File: src/rtl/oam_dma_controller_pkg.sv
// Shared constants, state encoding and bus helpers for the OAM DMA engine.
// Address map values mirror the DMA register, OAM window and HRAM window.
package oam_dma_controller_pkg;

  localparam logic [15:0] REG_DMA  = 16'hFF46;
  localparam logic [15:0] OAM_BASE = 16'hFE00;
  localparam logic [15:0] HRAM_LO  = 16'hFF80;
  localparam logic [15:0] HRAM_HI  = 16'hFFFE;
  localparam int          DMA_LEN  = 160;
  localparam logic [7:0]  LAST_IDX = 8'(DMA_LEN - 1);

  typedef enum logic [1:0] {
    IDLE  = 2'd0,
    READ  = 2'd1,
    WRITE = 2'd2,
    WAIT  = 2'd3
  } dma_state_t;

  typedef struct packed {
    logic [15:0] addr;
    logic [7:0]  dat;
    logic        rd_n;
    logic        wr_n;
  } mem_bus_t;

  // Pages E0-FF alias echo RAM; fold them back onto C0-DF.
  function automatic logic [7:0] remap_src(input logic [7:0] page);
    return (page >= 8'hE0) ? (page - 8'h20) : page;
  endfunction

  function automatic logic in_hram(input logic [15:0] addr);
    return (addr >= HRAM_LO) && (addr <= HRAM_HI);
  endfunction

endpackage

File: src/rtl/oam_dma_controller.sv
// OAM DMA engine at FF46: copies 160 bytes to FE00, one byte per BYTE_CYCLES clocks.
// Owns the CPU bus while active; HRAM accesses stall the copy, all others are blocked.
module oam_dma_controller
  import oam_dma_controller_pkg::*;
#(
  parameter int BYTE_CYCLES = 4
) (
  input  logic        clock,
  input  logic        reset,
  input  logic [15:0] A_cpu,
  input  logic [7:0]  Di_cpu,
  output logic [7:0]  Do_cpu,
  input  logic        rd_cpu_n,
  input  logic        wr_cpu_n,
  output logic [15:0] A_mem,
  output logic [7:0]  Do_mem,
  input  logic [7:0]  Di_mem,
  output logic        rd_mem_n,
  output logic        wr_mem_n,
  output logic        dma_active
);

  localparam int WAIT_W = (BYTE_CYCLES > 3) ? $clog2(BYTE_CYCLES - 2) : 1;
  localparam logic [WAIT_W-1:0] WAIT_LOAD = WAIT_W'((BYTE_CYCLES > 2) ? (BYTE_CYCLES - 3) : 0);

  dma_state_t        state;
  logic [7:0]        src_raw;
  logic [7:0]        src_eff;
  logic [7:0]        idx;
  logic [WAIT_W-1:0] wait_cnt;
  logic [7:0]        latch;
  logic              wr_prev;

  logic     is_reg;
  logic     cpu_hram;
  logic     stall;
  logic     trigger;
  logic     byte_end;
  mem_bus_t bus;

  assign is_reg   = (A_cpu == REG_DMA);
  assign cpu_hram = (!rd_cpu_n || !wr_cpu_n) && in_hram(A_cpu);
  assign stall    = (state != IDLE) && cpu_hram;
  assign trigger  = wr_prev && !wr_cpu_n && is_reg;
  assign byte_end = ((state == WRITE) && (BYTE_CYCLES == 2)) ||
                    ((state == WAIT) && (wait_cnt == '0));

  always_ff @(posedge clock) begin
    if (reset) begin
      state      <= IDLE;
      src_raw    <= 8'h00;
      src_eff    <= 8'h00;
      idx        <= 8'h00;
      wait_cnt   <= '0;
      latch      <= 8'h00;
      wr_prev    <= 1'b1;
      dma_active <= 1'b0;
    end else begin
      wr_prev <= wr_cpu_n;
      if (trigger) begin
        // A new FF46 write always wins, even mid-copy.
        src_raw    <= Di_cpu;
        src_eff    <= remap_src(Di_cpu);
        idx        <= 8'h00;
        wait_cnt   <= '0;
        state      <= READ;
        dma_active <= 1'b1;
      end else if (!stall) begin
        if (byte_end) begin
          if (idx == LAST_IDX) begin
            state      <= IDLE;
            dma_active <= 1'b0;
          end else begin
            idx   <= idx + 8'd1;
            state <= READ;
          end
        end else begin
          case (state)
            READ: begin
              latch <= Di_mem;
              state <= WRITE;
            end
            WRITE: begin
              wait_cnt <= WAIT_LOAD;
              state    <= WAIT;
            end
            WAIT:    wait_cnt <= wait_cnt - WAIT_W'(1);
            default: ;
          endcase
        end
      end
    end
  end

  always_comb begin
    bus    = '{addr: A_cpu, dat: Di_cpu, rd_n: rd_cpu_n, wr_n: wr_cpu_n};
    Do_cpu = Di_mem;
    if ((state == IDLE) || stall) begin
      if (is_reg) begin
        bus.rd_n = 1'b1;
        bus.wr_n = 1'b1;
      end
    end else begin
      // CPU is locked out: reads float high, its strobes never reach memory.
      bus.rd_n = 1'b1;
      bus.wr_n = 1'b1;
      Do_cpu   = 8'hFF;
      case (state)
        READ: begin
          bus.addr = {src_eff, idx};
          bus.rd_n = 1'b0;
        end
        WRITE: begin
          bus.addr = OAM_BASE + {8'h00, idx};
          bus.dat  = latch;
          bus.wr_n = 1'b0;
        end
        default: ;
      endcase
    end
    if (is_reg) Do_cpu = src_raw;
  end

  assign A_mem    = bus.addr;
  assign Do_mem   = bus.dat;
  assign rd_mem_n = bus.rd_n;
  assign wr_mem_n = bus.wr_n;

endmodule

File: config.mk
export PLATFORM = sky130hd
export DESIGN_NAME = oam_dma_controller
export DESIGN_NICKNAME = d
export VERILOG_FILES = /design/src/rtl/oam_dma_controller_pkg.sv /design/src/rtl/oam_dma_controller.sv
export SDC_FILE = /design/constraint.sdc
export NUM_CORES = 1
export LEC_CHECK = 0
export BUFFER_PORTS_ARGS = -buffer_cell sky130_fd_sc_hd__buf_2
export CELL_PAD_IN_SITES_DETAIL_PLACEMENT = 1
export CELL_PAD_IN_SITES_GLOBAL_PLACEMENT = 1
export CORE_ASPECT_RATIO = 1.2
export CORE_MARGIN = 2
export CORE_UTILIZATION = 25
export DETAILED_ROUTE_END_ITERATION = 12
export PLACE_DENSITY = 0.57
export RECOVER_POWER = 100
export SYNTH_ARGS = -nofsm -noshare
export SYNTH_HDL_FRONTEND = slang
export SYNTH_SLANG_ARGS = --single-unit
File: constraint.sdc
create_clock -name clock -period 3.05 [get_ports clock]
set_clock_uncertainty 0.2 [all_clocks]
set_input_delay 0.61 -clock clock [delete_from_list [all_inputs] [get_ports clock]]
set_output_delay 0.61 -clock clock [all_outputs]
set_load 0.005 [all_outputs]
==> impl_metrics.ini, run 1 <==
[status]
outcome = complete, no violations

[floorplan]
start_util_pct = 25.6
die_w_um = 87.2
die-area_um2 = 9060
die_h_um = 104
rows = 36
io_pins = 71
core_um2 = 8110

[routing]
drc = 0
initialDrtViolationCount = 68
final_antenna_net_count = 0
drtPass1Iterations = 4
viasPerCell = 4.93
drt-total-wl_um = 6620
wire_per_inst_um = 14.9
vias = 2196

[sta]
fin_setup_tns_ns = 0
finalCritPeriodShare_pct = 95.8
fmax_mhz = 342
setup_viol = 0
finalHoldViolations = 0
fin_crit_ns = 2.92
rsz0062_at_grt = false
slew_viol_final = 0
worst_pin_slew_ns = 1.22
slew_headroom_pct = 19.0

[global_route]
grt.total_usage_pct = 15.4
grt_pass1_vias = 2267
grt_max_degree = 33
antenna_found_initial = 0
grt_overflow = 0
grt_pass1_wl_um = 11100

[power]
finalPower_uw = 1750
max-vdd-ir-drop_mv = 0.342
p_leak_uw = 0.00103
pwr_density_cell_nw_per_um2 = 664

[worst_setup_path]
arrival_ns = 2.11
rr_startpoint = state[1]
path_max_fanout = 11
end_kind = output pin
critical_path_class = primary input to output pin
startpoint = A_cpu[6]
required_ns = 2.24
start_kind = primary input

[clock_network]
cts.sinks = 32
clock_latency_ns = 0.28
cts_tree = built
path_clk_slew_ns = 0.07
cts_max_path_buffers = 2
cts_setup_buffers = 0
htreeDepth = 2
clock-root-buffer = clkbuf_8
numCtsBuffers = 5

[yosys]
postSynthAreaPerCell_um2 = 7.55
synth_area_um2 = 2080
synthDistinctLibCells = 42
synth_area_leaders = dfxtp_1 (31%), nand2_1 (11%), o21ai_0 (7.2%)
ys_seq_elements = 32
ys_warn_count = 0
ys_seq_area_share_pct = 30.8
synth_area_leader_cell = dfxtp_1
syn_nets = 317
syn_inst = 275
netlist.area_leader.share_pct = 30.8

[finish]
fillers = 1031
area_delta_synth_final_pct = 26.7
nNetsFinal = 391
multi_input_area_um2 = 1300
final-seq-area_um2 = 641
n_antenna_cell = 0
postLayoutCoreUtil_pct = 32.5
drive_gt1_share_pct = 24.3

[flow_run]
maxCapViolCount = 0

[place]
dp_hpwl_um = 5150
io_buffers = 70
place.gp.congestion = 0.800

[min_path]
worstHoldPathType = flop to flop
hold_start = src_raw[5]
[kinds of logic after synthesis]
group	after synthesis	share of synthesized area [%]
adders and majority gates	6	3.61
and+or+nand+nor	127	31.4
xor gates and xnor gates	6	2.53
muxes	15	7.59
AOI/OAI and AO/OA	66	18.6
DFF	32	30.8
buffers and inverters	23	5.42
[cells in the mapped netlist (all sizes together)]
library cell and n:
a2111o 1, a211oi 2, a21bo 1, a21oi 23
a31o 1, a31oi 2, and2 2, and3 2
and3b 1, and4 2, buf 7, clkbuf 11
dfxtp 32, ha 6, inv 5, mux2 6
mux2i 9, nand2 59, nand2b 19, nand3 7
nand3b 2, nand4 3, nand4b 1, nor2 17
nor2b 1, nor3 3, nor3b 3, nor4 2
o2111ai 2, o211ai 3, o21ai 30, o31ai 1
or2 2, or4 1, xor2 6
[routing by layer]
metal  GRT usage (%)  up-vias  routed length, um
li1                -     1089                  -
met1            19.1     1047               2900
met2            26.8       58               3370
met3            3.35        2                335
met4            3.30        0                 17
met5               0        -                  0
[repair_timing]
action	CTS	global route
hold buffers	0	0
gates resized for setup	1	2
endpoints found under the setup margin	6	9
gates cloned	0	0
[path summary, 6_finish.rpt]
kind                                    to  slack [ns]  cells after the start
worst min register to register  src_raw[5]        0.26                      2
worst max-delay path             Do_mem[7]        0.13                      6
worst min-delay path            src_raw[5]        0.26                      2
worst max register to register    latch[7]        0.82                      6
[cell type report]
| type | instances | share of cell area, % |
|---|---|---|
| Clock buffer | 6 | 3.14 |
| Timing Repair Buffer | 85 | 17.3 |
| Multi-Input combinational cell | 220 | 49.5 |
| Sequential cell | 32 | 24.3 |
| Inverter | 5 | 0.713 |
| Clock inverter | 2 | 0.571 |
| Tap cell | 95 | 4.52 |
[worst max-delay path, stage by stage]
cell	delay [ns]
buf_2	0.10
and3_1	0.17
a2111o_1	0.46
and3_2	0.34
mux2_2	0.30
buf_2	0.12
[power breakdown]
| group | internal (uW) | switching [uW] |
|---|---|---|
| Combinational | 383 | 520 |
| Clock | 183 | 173 |
| Sequential | 459 | 29.0 |
[stage by stage]
stage,cell area (um^2),instances,setup WS [ns],hold slack [ns]
2_1_floorplan,2080,275,0.267,0.232
3_3_place_gp,2590,437,0.0532,0.245
3_5_place_dp,2590,437,0.0231,0.254
4_1_cts,2690,445,0.103,0.262
5_1_grt,2630,445,0.00662,0.285
6_report,2630,445,0.127,0.261
[cells in the final DEF, fill, tap and decap left out, types with 3 or more instances in the layout]
| cell | count |
|---|---|
| mux2i_1 | 9 |
| nand2_1 | 59 |
| a21oi_2 | 3 |
| xor2_1 | 6 |
| o21ai_0 | 30 |
| nor3b_1 | 3 |
| inv_1 | 5 |
| mux2_2 | 6 |
| clkbuf_8 | 6 |
| buf_4 | 12 |
| buf_2 | 45 |
| dfxtp_1 | 32 |
| nand3_1 | 7 |
| clkbuf_1 | 25 |
| nor3_1 | 3 |
| a21oi_1 | 20 |
| ha_1 | 6 |
| nor2_1 | 17 |
| o211ai_1 | 3 |
| nand2b_1 | 19 |
| nand4_1 | 3 |
[sequential cells by signal (all words and copies together) (netlist names)]
name,count
idx,8
state,2
latch,8
src_raw,8
wr_prev,1
wait_cnt,1
dma_active,1
src_eff,3
Note: power is estimated with default switching activity, not from simulation.
==> run 2, diff against run 1 <==
- ABC_AREA: default -> 1
- PLACE_DENSITY: 0.57 -> 0.59
==> run 2 against run 1 <==
Against the previous run:
- final cell count up 21%
- sequential power is 2% higher
- register-to-register slack worse by 0.23 ns
- global-route usage is 1.1 points higher
==> impl_metrics.ini, run 2 <==
[worst_setup_path]
r2r_slack_ns = 0.59
startpoint = A_cpu[14]
start_kind = primary input
critical_path_class = primary input to output pin
required_ns = 2.24
r2r_end = latch[5]
path_max_fanout = 11
cp-endpoint = rd_mem_n
reg2reg_depth = 10
rr_startpoint = state[0]
arrival_ns = 2.08
end_kind = output pin

[place]
dp_hpwl_um = 5860
io_buffers = 70
place.gp.congestion = 0.793
dpl_cell_area_um2 = 2640
pre_cts_ws_ns = 0.126

[global_route]
grt_max_degree = 18
grt_pass1_vias = 2507
antenna_found_initial = 0
grt_pass1_wl_um = 12300
grt_overflow = 0
grt.total_usage_pct = 16.5

[clock_network]
clock-root-buffer = clkbuf_8
cts.sinks = 32
cts_max_path_buffers = 2
path_clk_slew_ns = 0.06
postCtsHoldBufs = 0
htreeDepth = 2
cts_tree = built
clock_latency_ns = 0.29
numCtsBuffers = 5

[floorplan]
rows = 37
die_h_um = 106
die_w_um = 88.7
start_util_pct = 25.4
core_um2 = 8470
io_pins = 71
die-area_um2 = 9370

[yosys]
synth_area_um2 = 2150
synth_xor_area_share_pct = 1.63
yosysMostFrequentCell = nand2_1
ys.flop_type = dfxtp_1
ys_seq_area_share_pct = 29.8
synth.area.mux_share_pct = 0
ys_warn_count = 0
synthDistinctLibCells = 26
ys_top_cells_by_count = nand2_1 (88), inv_1 (48), nor2_1 (38)
synth_compound_area_share_pct = 15.9
syn_nets = 387
async_flop_share_pct = 0
yosys.area_share.simple_pct = 36.7
postSynthAreaPerCell_um2 = 6.24
syn_inst = 345
ys_seq_elements = 32
synth_edf_count = 0
netlist.area_leader.share_pct = 29.8
synth_top_family_by_area = simple AND/OR/NAND/NOR gates
synth_area_leader_cell = dfxtp_1
synth_fa_ha_area_share_pct = 3.49
synth_area_leaders = dfxtp_1 (30%), nand2_1 (15%), inv_1 (8.4%)

[sta]
fin_setup_tns_ns = 0
holdWs_ns = 0.267
rsz0062_at_grt = false
setup_viol = 0
fin_ws_ns = 0.161
fin_crit_ns = 2.89
finalHoldViolations = 0
finalCritPeriodShare_pct = 94.7
slew_viol_final = 0
worst_pin_slew_ns = 0.746
slew_headroom_pct = 50.3
fmax_mhz = 346

[finish]
mostFrequentLayoutCells = nand2_1 (91), inv_1 (49), buf_2 (47), nor2_1 (40), dfxtp_1 (32)
final-seq-area_um2 = 641
largestRegisters = idx: 8 flops, latch: 8 flops, src_raw: 8 flops
fillers = 1159
drive_gt1_share_pct = 16.4
stdcell_area_um2 = 2680
final_common_cell = nand2_1
postLayoutCoreUtil_pct = 31.7
nNetsFinal = 463
n_antenna_cell = 0
multi_input_area_um2 = 1220
area_delta_synth_final_pct = 24.7

[power]
clockPowerShare_pct = 21.6
switchingPower_uw = 691
p_int_uw = 929
p_leak_uw = 0.00126
max-vdd-ir-drop_mv = 0.206
pwr_density_cell_nw_per_um2 = 604
switching_share_pct = 42.6
combPwrFrac_pct = 47.5
sequentialPowerShare_pct = 30.9

[routing]
wire_per_inst_um = 13.7
viasPerCell = 4.58
drt-total-wl_um = 7360
final_antenna_net_count = 0
initialDrtViolationCount = 72
drtPass1Iterations = 4
drc = 0
vias = 2470

[min_path]
holdPathStages = 2
worstHoldPathType = flop to flop

[status]
outcome = complete, no violations

[flow_run]
maxCapViolCount = 0
## run 2: repair_timing
| item | in CTS | in global routing |
|---|---|---|
| setup endpoints to repair | 7 | 7 |
| pin swaps | 0 | 1 |
| setup buffers | 0 | 3 |
| resized for setup | 1 | 0 |
## run 2: worst min-delay path by stage
stage,slack (ns),to,start
final,0.27,src_eff[7],src_eff[7]
after global routing,0.30,src_raw[5],src_raw[5]
after CTS,0.27,src_eff[7],src_eff[7]
after detailed placement,0.25,src_eff[7],src_eff[7]
after global placement,0.25,wait_cnt,wait_cnt
after floorplan,0.23,src_eff[5],src_eff[5]
## run 2: metrics by stage
stage,cells,total power [uW]
2_1_floorplan,345,998
3_3_place_gp,528,1300
3_5_place_dp,528,1310
4_1_cts,536,1670
5_1_grt,539,1780
6_report,539,1620
## run 2: layout make-up
| class | instances | share of cell area (%) |
|---|---|---|
| well taps | 117 | 5.46 |
| repair buffers | 82 | 14.6 |
| clock buffers | 6 | 3.08 |
| clock inverters | 2 | 0.373 |
| flip-flops and latches | 32 | 23.9 |
| inverters | 50 | 7.00 |
| multi-input cells | 250 | 45.7 |
## run 2: worst max-delay path, stage by stage
cell and delay [ns]:
buf_2 0.10, nand2_1 0.07, nor2_2 0.13, nand2_1 0.10, nor2_2 0.12, nand2_1 0.06, nand2_1 0.17, clkbuf_2 0.31
o21ai_0 0.13, o21ai_0 0.10, clkbuf_1 0.16
## run 2: routing by layer
metal	wire length, um	track usage [%]
met2	3550	27.7
met5	0	0
met1	3410	22.0
met4	68	3.35
met3	331	2.74
## run 2: cell families after synthesis
logic type | Yosys count
DFF | 32
xor gates and xnor gates | 4
AOI/OAI and AO/OA | 62
and+or+nand+nor | 178
buffers and inverters | 63
adders and majority gates | 6
## run 2: power groups by stage
| stage | registers (uW) | logic (uW) | clock network, uW |
|---|---|---|---|
| detailed placement | 511 | 794 | 0 |
| global placement | 510 | 788 | 0 |
| finish | 500 | 769 | 350 |
| floorplan | 500 | 497 | 0 |
| CTS | 501 | 805 | 364 |
| global route | 506 | 892 | 379 |
==> run 3, diff against run 2 <==
- RECOVER_POWER: 100 -> default
==> run 3 against run 2 <==
Against the previous run:
- combinational power grew 5.9%
- power grew 2.7%
- sequential power is essentially flat
- routed wire length grew 0.64%
- critical path type is now flop to output pin
==> impl_metrics.ini, run 3 (synthesis gave the netlist of run 2 again) <==
[floorplan]
rows = 37
core_um2 = 8470
die-area_um2 = 9370
io_pins = 71
die_w_um = 88.7
die_h_um = 106
start_util_pct = 25.4

[sta]
rsz0062_at_grt = false
worst_pin_slew_ns = 0.463
fin_crit_ns = 2.80
slew_viol_final = 0
finalCritPeriodShare_pct = 91.8
slew_headroom_pct = 69.1
finalHoldViolations = 0
fin_ws_ns = 0.251
setup_viol = 0
fin_setup_tns_ns = 0
fmax_mhz = 357

[global_route]
grt_pass1_vias = 2507
grt_pass1_wl_um = 12300
antenna_found_initial = 0
grt_overflow = 0
grt.total_usage_pct = 16.5
grt_max_degree = 18

[routing]
initialDrtViolationCount = 88
vias = 2458
wire_per_inst_um = 13.7
drt-total-wl_um = 7410
final_antenna_net_count = 0
drtPass1Iterations = 4
viasPerCell = 4.56
drc = 0

[finish]
mostFrequentLayoutCells = nand2_1 (88), buf_2 (70), inv_1 (48), nor2_1 (38), dfxtp_1 (32)
drive_gt1_share_pct = 24.6
postLayoutCoreUtil_pct = 32.5
nNetsFinal = 463
area_delta_synth_final_pct = 28.0
stdcell_area_um2 = 2760
n_antenna_cell = 0
final_common_cell = nand2_1
largestRegisters = idx: 8 flops, latch: 8 flops, src_raw: 8 flops

[power]
switchingPower_uw = 694
pwr_density_cell_nw_per_um2 = 604
p_leak_uw = 0.00134
switching_share_pct = 41.7
sequentialPowerShare_pct = 30.1
finalPower_uw = 1660
p_int_uw = 969
max-vdd-ir-drop_mv = 0.208
combPwrFrac_pct = 48.9
clockPowerShare_pct = 21.0

[place]
place.gp.congestion = 0.793
dpl_cell_area_um2 = 2640
pre_cts_ws_ns = 0.126
dp_hpwl_um = 5860
io_buffers = 70

[clock_network]
cts.sinks = 32
numCtsBuffers = 5
clock-root-buffer = clkbuf_8
htreeDepth = 2
path_clk_slew_ns = 0.07
postCtsHoldBufs = 0
cts_max_path_buffers = 2
clock_latency_ns = 0.28
cts_tree = built

[flow_run]
maxCapViolCount = 0

[status]
outcome = complete, no violations

[worst_setup_path]
end_kind = output pin
start_kind = flop
path_max_fanout = 17
arrival_ns = 1.99
required_ns = 2.24
critical_path_class = flop to output pin

[min_path]
worstHoldPathType = flop to flop
## run 3: changes by cell type in the layout (fill, tap and decap cells not counted), moves of 2 or more
cell and delta:
clkbuf_1 -28, o21ai_1 +3, nor2_1 -2, nand2_2 +3, nand2_1 -3, buf_4 +6
buf_2 +23, o21ai_0 -3
## run 3: critical path, stage by stage, from the launching register on
cell and delay (ns):
dfxtp_1 0.36, inv_1 0.10, ha_1 0.33, inv_1 0.18, nor2_4 0.39, nand2_1 0.10
o21a_1 0.12, buf_2 0.12
## run 3: stage by stage
| stage | hold WS, ns | instances |
|---|---|---|
| CTS | 0.273 | 536 |
| global route | 0.301 | 539 |
| global placement | 0.252 | 528 |
| floorplan | 0.229 | 345 |
| finish | 0.267 | 539 |
| detailed placement | 0.255 | 528 |
## run 3: cell type report
type	count	area, um^2
clock buffer	6	82.6
clock inverter	2	10.0
fill	1146	5720
inverter	50	188
multi-input combinational	250	1250
sequential	32	641
tap	117	146
timing repair buffer	82	440
## run 3: power by group through the flow
stage / clock (uW) / sequential [uW] / combinational (uW)
2_1_floorplan: 0 / 500 / 497
3_3_place_gp: 0 / 510 / 788
3_5_place_dp: 0 / 511 / 794
4_1_cts: 364 / 501 / 805
5_1_grt: 379 / 506 / 936
6_report: 349 / 500 / 814
## run 3: worst paths after layout
| check | startpoint | endpoint | slack (ns) | depth (start not counted) |
|---|---|---|---|---|
| worst min register to register | src_eff[7] | src_eff[7] | 0.27 | 2 |
| worst max register to register | state[0] | latch[5] | 0.94 | 8 |
| worst max-delay path | state[0] | Do_mem[3] | 0.25 | 7 |
| worst min-delay path | src_eff[7] | src_eff[7] | 0.27 | 2 |
## run 3: metal layers
layer,wire length [um],track usage (%)
met5,0,0
met4,68,3.35
met3,320,2.74
met2,3520,27.7
met1,3490,22.0
## run 3: timing repair
item                                    4_1_cts  5_1_grt
gates resized for setup                       1        0
pin swaps                                     0        1
hold endpoints to repair                      0        0
endpoints found under the setup margin        7        7
gates cloned                                  0        0
buffers inserted                              0        3
